File: config.mk
export PLATFORM = sky130hd
export DESIGN_NAME = ps2_host_tx
export DESIGN_NICKNAME = d
export VERILOG_FILES = /design/src/rtl/ps2_host_tx.sv
export SDC_FILE = /design/constraint.sdc
export NUM_CORES = 1
export LEC_CHECK = 0
export CAP_MARGIN = 40
export CORE_ASPECT_RATIO = 2
export CORE_MARGIN = 4
export CORE_UTILIZATION = 60
export CTS_CLUSTER_SIZE = 10
export DETAILED_ROUTE_END_ITERATION = 16
export GPL_TIMING_DRIVEN = 0
export PLACE_DENSITY = 0.8
export REMOVE_ABC_BUFFERS = 1
export SKIP_LAST_GASP = 1
export SYNTH_ARGS = -nofsm -noshare
export SYNTH_HDL_FRONTEND = slang
export SYNTH_SLANG_ARGS = --single-unit
File: constraint.sdc
create_clock -name clk -period 4.65 [get_ports clk]
set_input_delay 0.6975 -clock clk [delete_from_list [all_inputs] [get_ports clk]]
set_output_delay 0.6975 -clock clk [all_outputs]
set_load 0.1 [all_outputs]
File: src/rtl/ps2_host_tx.sv
`timescale 1ns/1ps
// PS/2 host-to-device transmitter: inhibits the bus, shifts one odd-parity
// framed byte out under device clocking and checks the device acknowledge.
module ps2_host_tx #(
  parameter int INHIBIT_CYC = 10000,
  parameter int TIMEOUT_CYC = 1500000
) (
  input  logic       clk,
  input  logic       rst,
  input  logic [7:0] tx_data,
  input  logic       tx_start,
  input  logic       ps2_clk_in,
  input  logic       ps2_data_in,
  output logic       ps2_clk_oe,
  output logic       ps2_data_oe,
  output logic       busy,
  output logic       done,
  output logic       err
);

  localparam int INH_W = (INHIBIT_CYC > 1) ? $clog2(INHIBIT_CYC) : 1;
  localparam int TO_W  = (TIMEOUT_CYC > 1) ? $clog2(TIMEOUT_CYC) : 1;
  localparam logic [INH_W-1:0] INH_LAST = INH_W'(INHIBIT_CYC - 1);
  localparam logic [TO_W-1:0]  TO_LAST  = TO_W'(TIMEOUT_CYC - 1);

  typedef enum logic [2:0] {
    IDLE,
    INHIBIT,
    START,
    SEND,
    ACK,
    WAIT_REL
  } state_t;

  state_t r_state;
  state_t w_nextState;

  logic [1:0]       r_clkSync;
  logic [1:0]       r_dataSync;
  logic             r_clkPrev;
  logic [INH_W-1:0] r_inhCnt;
  logic [TO_W-1:0]  r_toCnt;
  logic [3:0]       r_bitIdx;
  logic [7:0]       r_data;
  logic             r_parity;
  logic             r_dataOe;

  logic w_clkLine;
  logic w_dataLine;
  logic w_clkFall;
  logic w_timerOn;
  logic w_timeout;
  logic w_inhDone;
  logic w_lastBit;

  assign w_clkLine  = r_clkSync[1];
  assign w_dataLine = r_dataSync[1];
  assign w_clkFall  = r_clkPrev & ~w_clkLine;
  assign w_timerOn  = (r_state == SEND) || (r_state == ACK) || (r_state == WAIT_REL);
  assign w_timeout  = w_timerOn && (r_toCnt == TO_LAST);
  assign w_inhDone  = (r_inhCnt == INH_LAST);
  assign w_lastBit  = (r_bitIdx == 4'd9);

  // Both bus lines are asynchronous; idle level of the bus is high.
  always_ff @(posedge clk or posedge rst) begin
    if (rst) begin
      r_clkSync  <= 2'b11;
      r_dataSync <= 2'b11;
      r_clkPrev  <= 1'b1;
    end else begin
      r_clkSync  <= {r_clkSync[0], ps2_clk_in};
      r_dataSync <= {r_dataSync[0], ps2_data_in};
      r_clkPrev  <= r_clkSync[1];
    end
  end

  always_ff @(posedge clk or posedge rst) begin
    if (rst) begin
      r_state <= IDLE;
    end else begin
      r_state <= w_nextState;
    end
  end

  always_comb begin
    w_nextState = r_state;
    case (r_state)
      IDLE: begin
        if (tx_start) begin
          w_nextState = INHIBIT;
        end
      end
      INHIBIT: begin
        if (w_inhDone) begin
          w_nextState = START;
        end
      end
      START: begin
        w_nextState = SEND;
      end
      SEND: begin
        if (w_timeout) begin
          w_nextState = IDLE;
        end else if (w_clkFall && w_lastBit) begin
          w_nextState = ACK;
        end
      end
      ACK: begin
        if (w_timeout) begin
          w_nextState = IDLE;
        end else if (w_clkFall) begin
          w_nextState = w_dataLine ? IDLE : WAIT_REL;
        end
      end
      WAIT_REL: begin
        if (w_timeout || (w_clkLine && w_dataLine)) begin
          w_nextState = IDLE;
        end
      end
      default: begin
        w_nextState = IDLE;
      end
    endcase
  end

  // done/err are decoded from the final state so busy still covers the pulse.
  always_comb begin
    ps2_clk_oe  = 1'b0;
    ps2_data_oe = 1'b0;
    busy        = (r_state != IDLE);
    done        = 1'b0;
    err         = w_timeout;
    case (r_state)
      INHIBIT: begin
        ps2_clk_oe = 1'b1;
      end
      START: begin
        ps2_clk_oe  = 1'b1;
        ps2_data_oe = 1'b1;
      end
      SEND: begin
        ps2_data_oe = r_dataOe;
      end
      ACK: begin
        if (!w_timeout && w_clkFall && w_dataLine) begin
          err = 1'b1;
        end
      end
      WAIT_REL: begin
        done = !w_timeout && w_clkLine && w_dataLine;
      end
      default: begin
        ps2_clk_oe  = 1'b0;
        ps2_data_oe = 1'b0;
      end
    endcase
  end

  // Frame datapath: the host changes data on each device falling edge.
  always_ff @(posedge clk or posedge rst) begin
    if (rst) begin
      r_inhCnt <= '0;
      r_toCnt  <= '0;
      r_bitIdx <= 4'd0;
      r_data   <= 8'h00;
      r_parity <= 1'b0;
      r_dataOe <= 1'b0;
    end else begin
      case (r_state)
        IDLE: begin
          if (tx_start) begin
            r_data   <= tx_data;
            r_parity <= ~^tx_data;
            r_inhCnt <= '0;
          end
        end
        INHIBIT: begin
          if (!w_inhDone) begin
            r_inhCnt <= r_inhCnt + 1'b1;
          end
        end
        START: begin
          r_toCnt  <= '0;
          r_bitIdx <= 4'd0;
          r_dataOe <= 1'b1;
        end
        SEND, ACK, WAIT_REL: begin
          if (!w_timeout) begin
            r_toCnt <= r_toCnt + 1'b1;
          end
          if ((r_state == SEND) && w_clkFall && !w_timeout) begin
            r_bitIdx <= r_bitIdx + 4'd1;
            if (r_bitIdx < 4'd8) begin
              r_dataOe <= ~r_data[r_bitIdx[2:0]];
            end else if (r_bitIdx == 4'd8) begin
              r_dataOe <= ~r_parity;
            end else begin
              r_dataOe <= 1'b0;
            end
          end
        end
        default: begin
          r_dataOe <= 1'b0;
        end
      endcase
    end
  end

endmodule
======== Yosys cells after proc, flatten, opt, wreduce, memory -nomap -nowiden ========
Index checks and enable logic that the tools add are counted.
cells by class
  add/subtract/negate cells ............... 3
  multiply operators ...................... 0
  divide/modulo/power cells ............... 0
  $lt $le $gt $ge ......................... 2
  eq/ne operators ......................... 17
  shift-type cells ........................ 0
  mux-type cells .......................... 27
  bitwise logic cells ..................... 5
  reductions and logical operators ........ 27
operators with widths
  cell                   number
  $pmux 21 s2            1
  $mux 14                2
  $pmux 14 s2            1
  $mux 3                 8
  $add 21x1->21 const B  1
  $eq 21x21->1 const B   1
  $mux 21                1
  $pmux 3 s6             1
  $add 14x1->14 const B  1
  $eq 14x14->1 const B   1
  $ne 2x2->1 const B     5
  $logic_and 1x1->1      9
  $eq 4x4->1 const B     2
  $mux 1                 8
  $pmux 4 s2             1
  $reduce_and 2->1       4
  $reduce_xnor 8->1      1
  $eq 3x2->1 const B     2
  $eq 3x3->1 const B     2
  $reduce_and 5->1       1
  $add 4x1->4 const B    1
  $lt 3x4->1 const B     1
  $lt 4x4->1 const B     1
  $mux 4                 1
  other kinds (17)       24
word-level totals
  register bits after elaboration ......... 57
  latch bits .............................. 0
  bits in writable memories ............... 0
  bits in read-only memories .............. 0
  input bits .............................. 13
  output and inout bits ................... 5
  logic and storage cells ................. 91
  memories kept ........................... 0

======== Longest topological paths before layout ========
  word-level depth ........................ 9
  depth in mapped cells ................... 9
  depth with buffers taken out ............ 7

======== Least setup slack after synthesis ========
Ideal clock, no wire load.
  path type ............................... reg2out
  from .................................... reg r_toCnt[16]
  to ...................................... out err
  data arrival time ....................... 3.384 ns
  data required time ...................... 3.953 ns
  setup slack ............................. 0.568 ns
  stages on the path, launching flop included .. 5
  path buffers ............................ 0
  path through ............................ dfrtp_1 -> or4_4 -> nor4_4 -> nand2_1 -> o21ai_0
on the way
  cells in the longest elaborated chain, start to end .. 7
ends and longest elaborated chain
  element                          RTL line  text
  start: declaration               42        logic [TO_W-1:0] r_toCnt;
  start signal: assignment         189       r_toCnt <= r_toCnt + 1'b1;
  $eq 21x21->1 (*)                 60        assign w_timeout = w_timerOn && (r_toCnt == TO_LAST);
  $logic_and 1x1->1 (*)            60
  $logic_not 1->1                  145       if (!w_timeout && w_clkFall && w_dataLine) begin
  $logic_and 1x1->1 (2 in series)  145
  $mux 1                           145
  $mux 1 (*)                       133       case (r_state)
  end: declaration                 18        output logic err
Mark *: on every way between the ends. The rest lies on a longest branch, timed or not.

======== Worst setup path after layout ========
Same ends and word-level chain as after synthesis.

==> impl_metrics.py <==
metrics = {
    "critical_path": {
        "endpoint": "err",
        "r2r-start": "r_state[0]",
        "r2r-end": "r_toCnt[13]",
        "cpPeakStageDelay_ps": 570,
        "critPathSlowestCell": "or4_4",
        "required_ps": 3950,
        "critPathKind": "reg -> out",
        "reg2reg_slack_ps": 1970,
        "cp.arrival_ps": 2930,
        "startpoint_type": "flip-flop",
        "worstPathCellList": "or4_4, nor4_4, and2_1, o21ai_0, o21ai_0, clkdlybuf4s50_1, buf_8",
        "cp-startpoint": "r_toCnt[16]",
        "critPathCaptureType": "output pin",
        "crit_fanout": 8,
        "crit_path_frequent_cell": "o21ai_0",
        "r2r_cells": 6,
    },
    "timing": {
        "finClkSkew_ps": 5.09,
        "slew_headroom_pct": 41.7,
        "worst_slew_pin_slew_ps": 869,
        "hold_violations": 0,
        "rsz0062_at_grt": "no",
        "final.setup.tns_ps": 0,
        "max_freq_mhz": 275,
        "timing.final.crit_share_pct": 78.1,
        "fin_crit_ps": 3630,
        "final_max_slew_viol_count": 0,
        "worst_hold_slack_ps": 357,
        "setup_viol": 0,
    },
    "finish": {
        "final_cell_area_um2": 3500,
        "area_growth_pct": 14.7,
        "mostFrequentLayoutCells": "dfrtp_1 (52), nand2_1 (46), nor2_1 (32)",
        "final_common_cell": "dfrtp_1",
        "drive_gt1_share_pct": 11.6,
        "antenna_cells": 0,
        "nets": 359,
    },
    "logic_synthesis": {
        "synth_top_family_by_area": "simple AND/OR/NAND/NOR gates",
        "postSynthAreaPerCell_um2": 9.57,
        "syn_inst": 319,
        "yosysSeqAreaShare_pct": 46.9,
        "ys.warnings.count": 0,
        "synth-xor-area-share_pct": 8.60,
        "muxShareOfSynthArea_pct": 3.15,
        "yosys.area_share.adder_pct": 2.05,
        "synth_compound_area_share_pct": 7.62,
        "ys_seq_elements": 57,
        "synthSimpleGateAreaFrac_pct": 27.9,
        "synthArstFlopShare_pct": 100,
        "synthFlopType": "dfrtp_1",
        "synth_area_um2": 3050,
        "synth_edf_count": 0,
        "synth_cell_types": 52,
    },
    "clock_tree": {
        "worst_skew_pair.late_latency_ps": 340,
        "cts_buffers": 9,
        "post_cts_resized": 0,
        "path_clk_slew_ps": 60,
        "cts_tree": "yes",
        "clock_path_buffers": 2,
        "holdBufCountCts": 0,
        "h-tree-depth": 3,
        "cts_setup_buffers": 0,
        "cts.sinks": 57,
        "clockRootBuffer": "clkbuf_8",
    },
    "power": {
        "seq_power_share_pct": 38.3,
        "sw_frac_of_total_pct": 39.6,
        "total_leakage_power_nw": 1.53,
        "comb_power_share_pct": 39.1,
        "power_per_cell_area_nw_per_um2": 510,
        "power_switching_mw": 0.707,
        "peakVddDrop_mv": 0.542,
        "power.internal_mw": 1.08,
        "clkPwrFrac_pct": 22.6,
    },
    "placed_design": {
        "gp_congestion": 0.919,
        "port_buffers": 17,
        "dp_hpwl_um": 4700,
        "placed_cell_area_um2": 3330,
    },
    "global_routing": {
        "grt_max_degree": 32,
        "antenna_found_initial": 0,
        "overflow": 0,
        "grt_pass1_vias": 2503,
        "grt_pass1_wl_um": 11400,
        "globalRouteTotalUtil_pct": 24.1,
    },
    "floorplanning": {
        "core_um2": 4910,
        "initial_utilization_pct": 62.2,
        "die_w_um": 58.5,
        "dieHeight_um": 109,
        "num_io_pins": 18,
        "die_area_um2": 6370,
        "rows": 36,
    },
    "route": {
        "vias": 2377,
        "first_pass_iters": 4,
        "vias_per_cell": 5.90,
        "ant_nets": 0,
        "routed_wl_um": 6460,
        "drt_iter0_markers": 75,
        "remaining_drc_errors": 0,
        "wl_per_cell_um": 16.0,
    },
    "status": {
        "status": "completed",
    },
    "job": {
        "drv_cap": 0,
    },
    "hold_path": {
        "hold_path_class": "reg -> reg",
    },
}
==> metal layers <==
layer	part of all wire (%)	vias up	global-route usage (%)	routed length, um
met4	5.5	0	16.9	357
met3	3.5	32	7.23	225
met5	0	-	0	0
met2	56	65	41.0	3620
li1	-	1143	-	-
met1	35	1137	24.3	2260
==> through the flow <==
stage                     setup slack, ps  power (mW)  instances  util, %
final                                1020        1.79        403     71.4
after global routing                  827        1.91        403     71.4
after CTS                             994        1.81        403     71.4
after detailed placement             1380        1.39        387     67.8
after global placement                957        1.30        380     65.7
after floorplan                       568        1.16        306        -
==> synth_stat cells (2+ instances only) <==
cell       n  area [um^2]
a21oi_1    3         15.0
and2_1     3         18.8
and3_1     7         43.8
and4_1     3         26.3
buf_2      4         20.0
buf_6      2         22.5
clkbuf_1   7         26.3
dfrtp_1   52         1300
dfstp_2    5          131
ha_1       5         62.6
inv_1     12         45.0
mux2i_1    4         40.0
mux4_2     2         45.0
nand2_1   46          173
nand2b_1   7         43.8
nand3_1   22          110
nand4_1    7         43.8
nor2_1    32          120
nor2b_1    4         25.0
nor3_1     7         35.0
nor3b_1    2         15.0
nor4_1     4         25.0
nor4bb_1   2         20.0
o211ai_1   5         37.5
o21ai_0   12         60.1
o31ai_1    3         22.5
or2_2      2         12.5
or3_1      2         12.5
or4_1      2         15.0
xnor2_1   16          140
xor2_1    14          123
==> state kept, by name, summed over array words and instances, names as in the netlist <==
name	cells
r_clkSync	2
r_dataOe	1
r_dataSync	2
r_inhCnt	14
r_data	8
r_clkPrev	1
r_bitIdx	4
r_state	3
r_toCnt	21
r_parity	1
==> final cells by class <==
class	count	area, um^2
multi-input combinational	237	1510
sequential	57	1430
fill	383	1410
timing repair buffer	24	273
clock buffer	13	159
tap	57	71.3
inverter	12	45.0
clock inverter	3	15.0
==> power by group through the flow <==
stage / combinational [mW] / clock, mW / sequential (mW)
finish: 0.699 / 0.404 / 0.685
global route: 0.767 / 0.441 / 0.703
CTS: 0.705 / 0.416 / 0.686
detailed placement: 0.697 / 0 / 0.694
global placement: 0.617 / 0 / 0.687
floorplan: 0.499 / 0 / 0.663
==> critical path, delay by kind of cell, from the launching register on <==
kind | cells | cell delay, ps
AOI/OAI and AO/OA | 2 | 210
buffers and inverters | 2 | 770
DFF | 1 | 430
and+or+nand+nor | 3 | 1190
==> worst min path at each step <==
stage	from	endpoint	slack, ps	cells after the start
floorplan	r_clkSync[0]	r_clkSync[1]	350	0
global placement	r_dataSync[0]	r_dataSync[1]	350	0
detailed placement	r_clkSync[0]	r_clkSync[1]	350	0
CTS	r_dataSync[0]	r_dataSync[1]	360	0
global route	r_clkSync[0]	r_clkSync[1]	370	0
finish	r_dataSync[0]	r_dataSync[1]	360	0
==> logic make-up (layout without fill, tap and decap cells) <==
family	count (synthesis)	in the layout
xor+xnor	30	30
flops	57	57
fa+ha+maj	5	5
buf+inv	25	52
mux	7	7
simple gates	162	162
compound gates	33	33
Power figures use the tool's default switching activity.
==> edit (same flow settings) <==
Reset style: synchronous (`rst`), changed in 3 clocked blocks. Comments in the files are not updated.
--- a/src/rtl/ps2_host_tx.sv
+++ b/src/rtl/ps2_host_tx.sv
@@ -64,3 +64,3 @@
   // Both bus lines are asynchronous; idle level of the bus is high.
-  always_ff @(posedge clk or posedge rst) begin
+  always_ff @(posedge clk) begin
     if (rst) begin
@@ -76,3 +76,3 @@
 
-  always_ff @(posedge clk or posedge rst) begin
+  always_ff @(posedge clk) begin
     if (rst) begin
@@ -159,3 +159,3 @@
   // Frame datapath: the host changes data on each device falling edge.
-  always_ff @(posedge clk or posedge rst) begin
+  always_ff @(posedge clk) begin
     if (rst) begin
Behaviour: differs if rst is asserted again (counterexample within 4 cycles, from zero or initial values and one cycle with rst high); with rst held inactive, the same outputs for 10 cycles.
==> edit against the original RTL <==
Area after synthesis decreased by 2.6%. Global-route usage increased by 0.77 points. Setup slack got worse by 0.090 ns. Design area decreased by 2.1%. First-iteration DRC count increased by 88%. Wire length increased by 9.9%. Sequential cell count unchanged. Critical path depth decreased by 1.
Power is not compared: it rests on default switching activity, and its combinational part moved more than twofold at a synthesized area within 25%.
==> edit: results (changes against the original RTL) <==
Run status: finished, final reports clean (unchanged)
HPWL after detailed placement: 5120 µm (was 4700 µm)
Fraction of registers with async set/reset: 0% (was 100%)
Largest regs: r_toCnt: 21 flops, r_inhCnt: 14 flops, r_data: 8 flops (unchanged)
Number of global-route vias before repair: 2649 (was 2503)
Largest net degree at the start of global routing: 27 (was 32)
Top cells by count, synth: dfxtp_1, nand2_1, a21oi_1, nor2_1, nand3_1 (was dfrtp_1, nand2_1, nor2_1, nand3_1, xnor2_1)
Worst clock skew: 0.00751 ns (was 0.00509 ns)
Setup Fix Bufs, Post-CTS: 0 (unchanged)
Vias per inst: 6.11 (was 5.90)
Worst-path fanout max: 10 (was 8)
Worst hold path type: reg -> reg (unchanged)
PostCTS Resize Cnt: 0 (unchanged)
First DRT Iteration DRCs: 141 (was 75)
Pre-antenna DRT Iters: 4 (unchanged)
Peak supply drop: 0.304 mV
Htree depth: 3 (unchanged)
Yosys warnings: 0 (unchanged)
Layout cell share with drive strength beyond 1: 10.3% (was 11.6%)
Initial antenna violation count: 0 (unchanged)
First-pass GRT wire length: 11900 µm (was 11400 µm)
CTS root buf: clkbuf_8 (unchanged)
PortBufs: 17 (unchanged)
Ant diodes: 0 (unchanged)
Most area-consuming cells after synthesis: dfxtp_1, a21oi_1, nand2_1 (was dfrtp_1, nand2_1, xnor2_1)
Max reg flops: 21 (unchanged)
Placement Setup Slack: 1.39 ns (was 1.38 ns)
Tot GR Track Use: 24.9% (was 24.1%)
Nets@finish: 403 (was 359)
Clk_lat worst skew: 0.34 ns (about the same)
Worst Tran Pin Value: 0.824 ns (was 0.869 ns)
Post-Route WL: 7100 µm (was 6460 µm)
Routability cong.: 0.970 (was 0.919)
Clk buf depth: 2 (unchanged)
Clock Pin Slew Worst Setup and Hold Paths: 0.06 ns (about the same)
Yosys cell types: 50 (was 52)
TritonCTS buffer count: 9 (unchanged)
Fillers: 385 (was 383)
CP Data Arrival Time: 3.02 ns (was 2.93 ns)
P_leak: 1.16 nW
Register area share after synthesis: 38.4% (was 46.9%)
edit: cell count changes after synthesis, moves of 5 or more:
cell,before,now
dfxtp_1,0,57
dfrtp_1,52,0
a21oi_1,3,35
clkbuf_1,7,15
or2_2,2,10
or3_1,2,9
nand2_1,46,40
nand4_1,7,13
nor2_1,32,26
dfstp_2,5,0
o21ai_0,12,17
edit: cell families after synthesis:
logic type	after synthesis	synth area share, %
muxes	5	2.57
DFF	57	38.4
xor gates and xnor gates	23	6.77
buffers and inverters	30	3.83
adders and majority gates	5	2.10
AOI/OAI and AO/OA	74	14.5
and+or+nand+nor	171	31.9
edit: critical path: stages, from the launching register on:
cell	delay [ns]
dfxtp_1	0.36
nor4bb_1	0.45
nand3b_1	0.38
or2_2	0.45
o21ai_0	0.26
clkdlybuf4s50_1	0.57
buf_8	0.21
edit: worst paths after layout:
check                           cells past startpoint         start      endpoint  slack [ns]
worst min register to register                      1  r_clkSync[0]  r_clkSync[1]        0.41
worst max register to register                      4    r_state[0]   r_toCnt[18]        2.29
worst max-delay path                                6    r_toCnt[7]           err        0.93
worst min-delay path                                1  r_clkSync[0]  r_clkSync[1]        0.41
edit: power breakdown:
group,leakage [nW],internal (mW),switching (mW)
Clock,0.0875,0.228,0.178
Combinational,0.607,0.0405,0.0544
Sequential,0.462,0.499,0.0119
edit: layer usage:
| metal | track usage (%) | vias to the layer above | part of all wire, % |
|---|---|---|---|
| met3 | 4.32 | 16 | 2.9 |
| met4 | 16.3 | 0 | 3.4 |
| met1 | 24.5 | 1299 | 37 |
| met5 | 0 | - | 0 |
| met2 | 45.6 | 49 | 57 |
| li1 | - | 1351 | - |
edit: layout make-up:
class | count | area, µm² | share of cell area [%]
clock buffers | 13 | 169 | 4.93
inverters | 14 | 52.6 | 1.53
multi-input cells | 278 | 1720 | 50.1
repair buffers | 25 | 275 | 8.03
flip-flops and latches | 57 | 1140 | 33.3
well taps | 57 | 71.3 | 2.08
edit: through the flow:
stage,area (µm²),instances,util (%)
finish,3430,444,71.1
CTS,3430,444,71.1
global placement,3150,423,65.4
floorplan,2910,349,-
detailed placement,3260,431,67.6
global route,3430,444,71.1
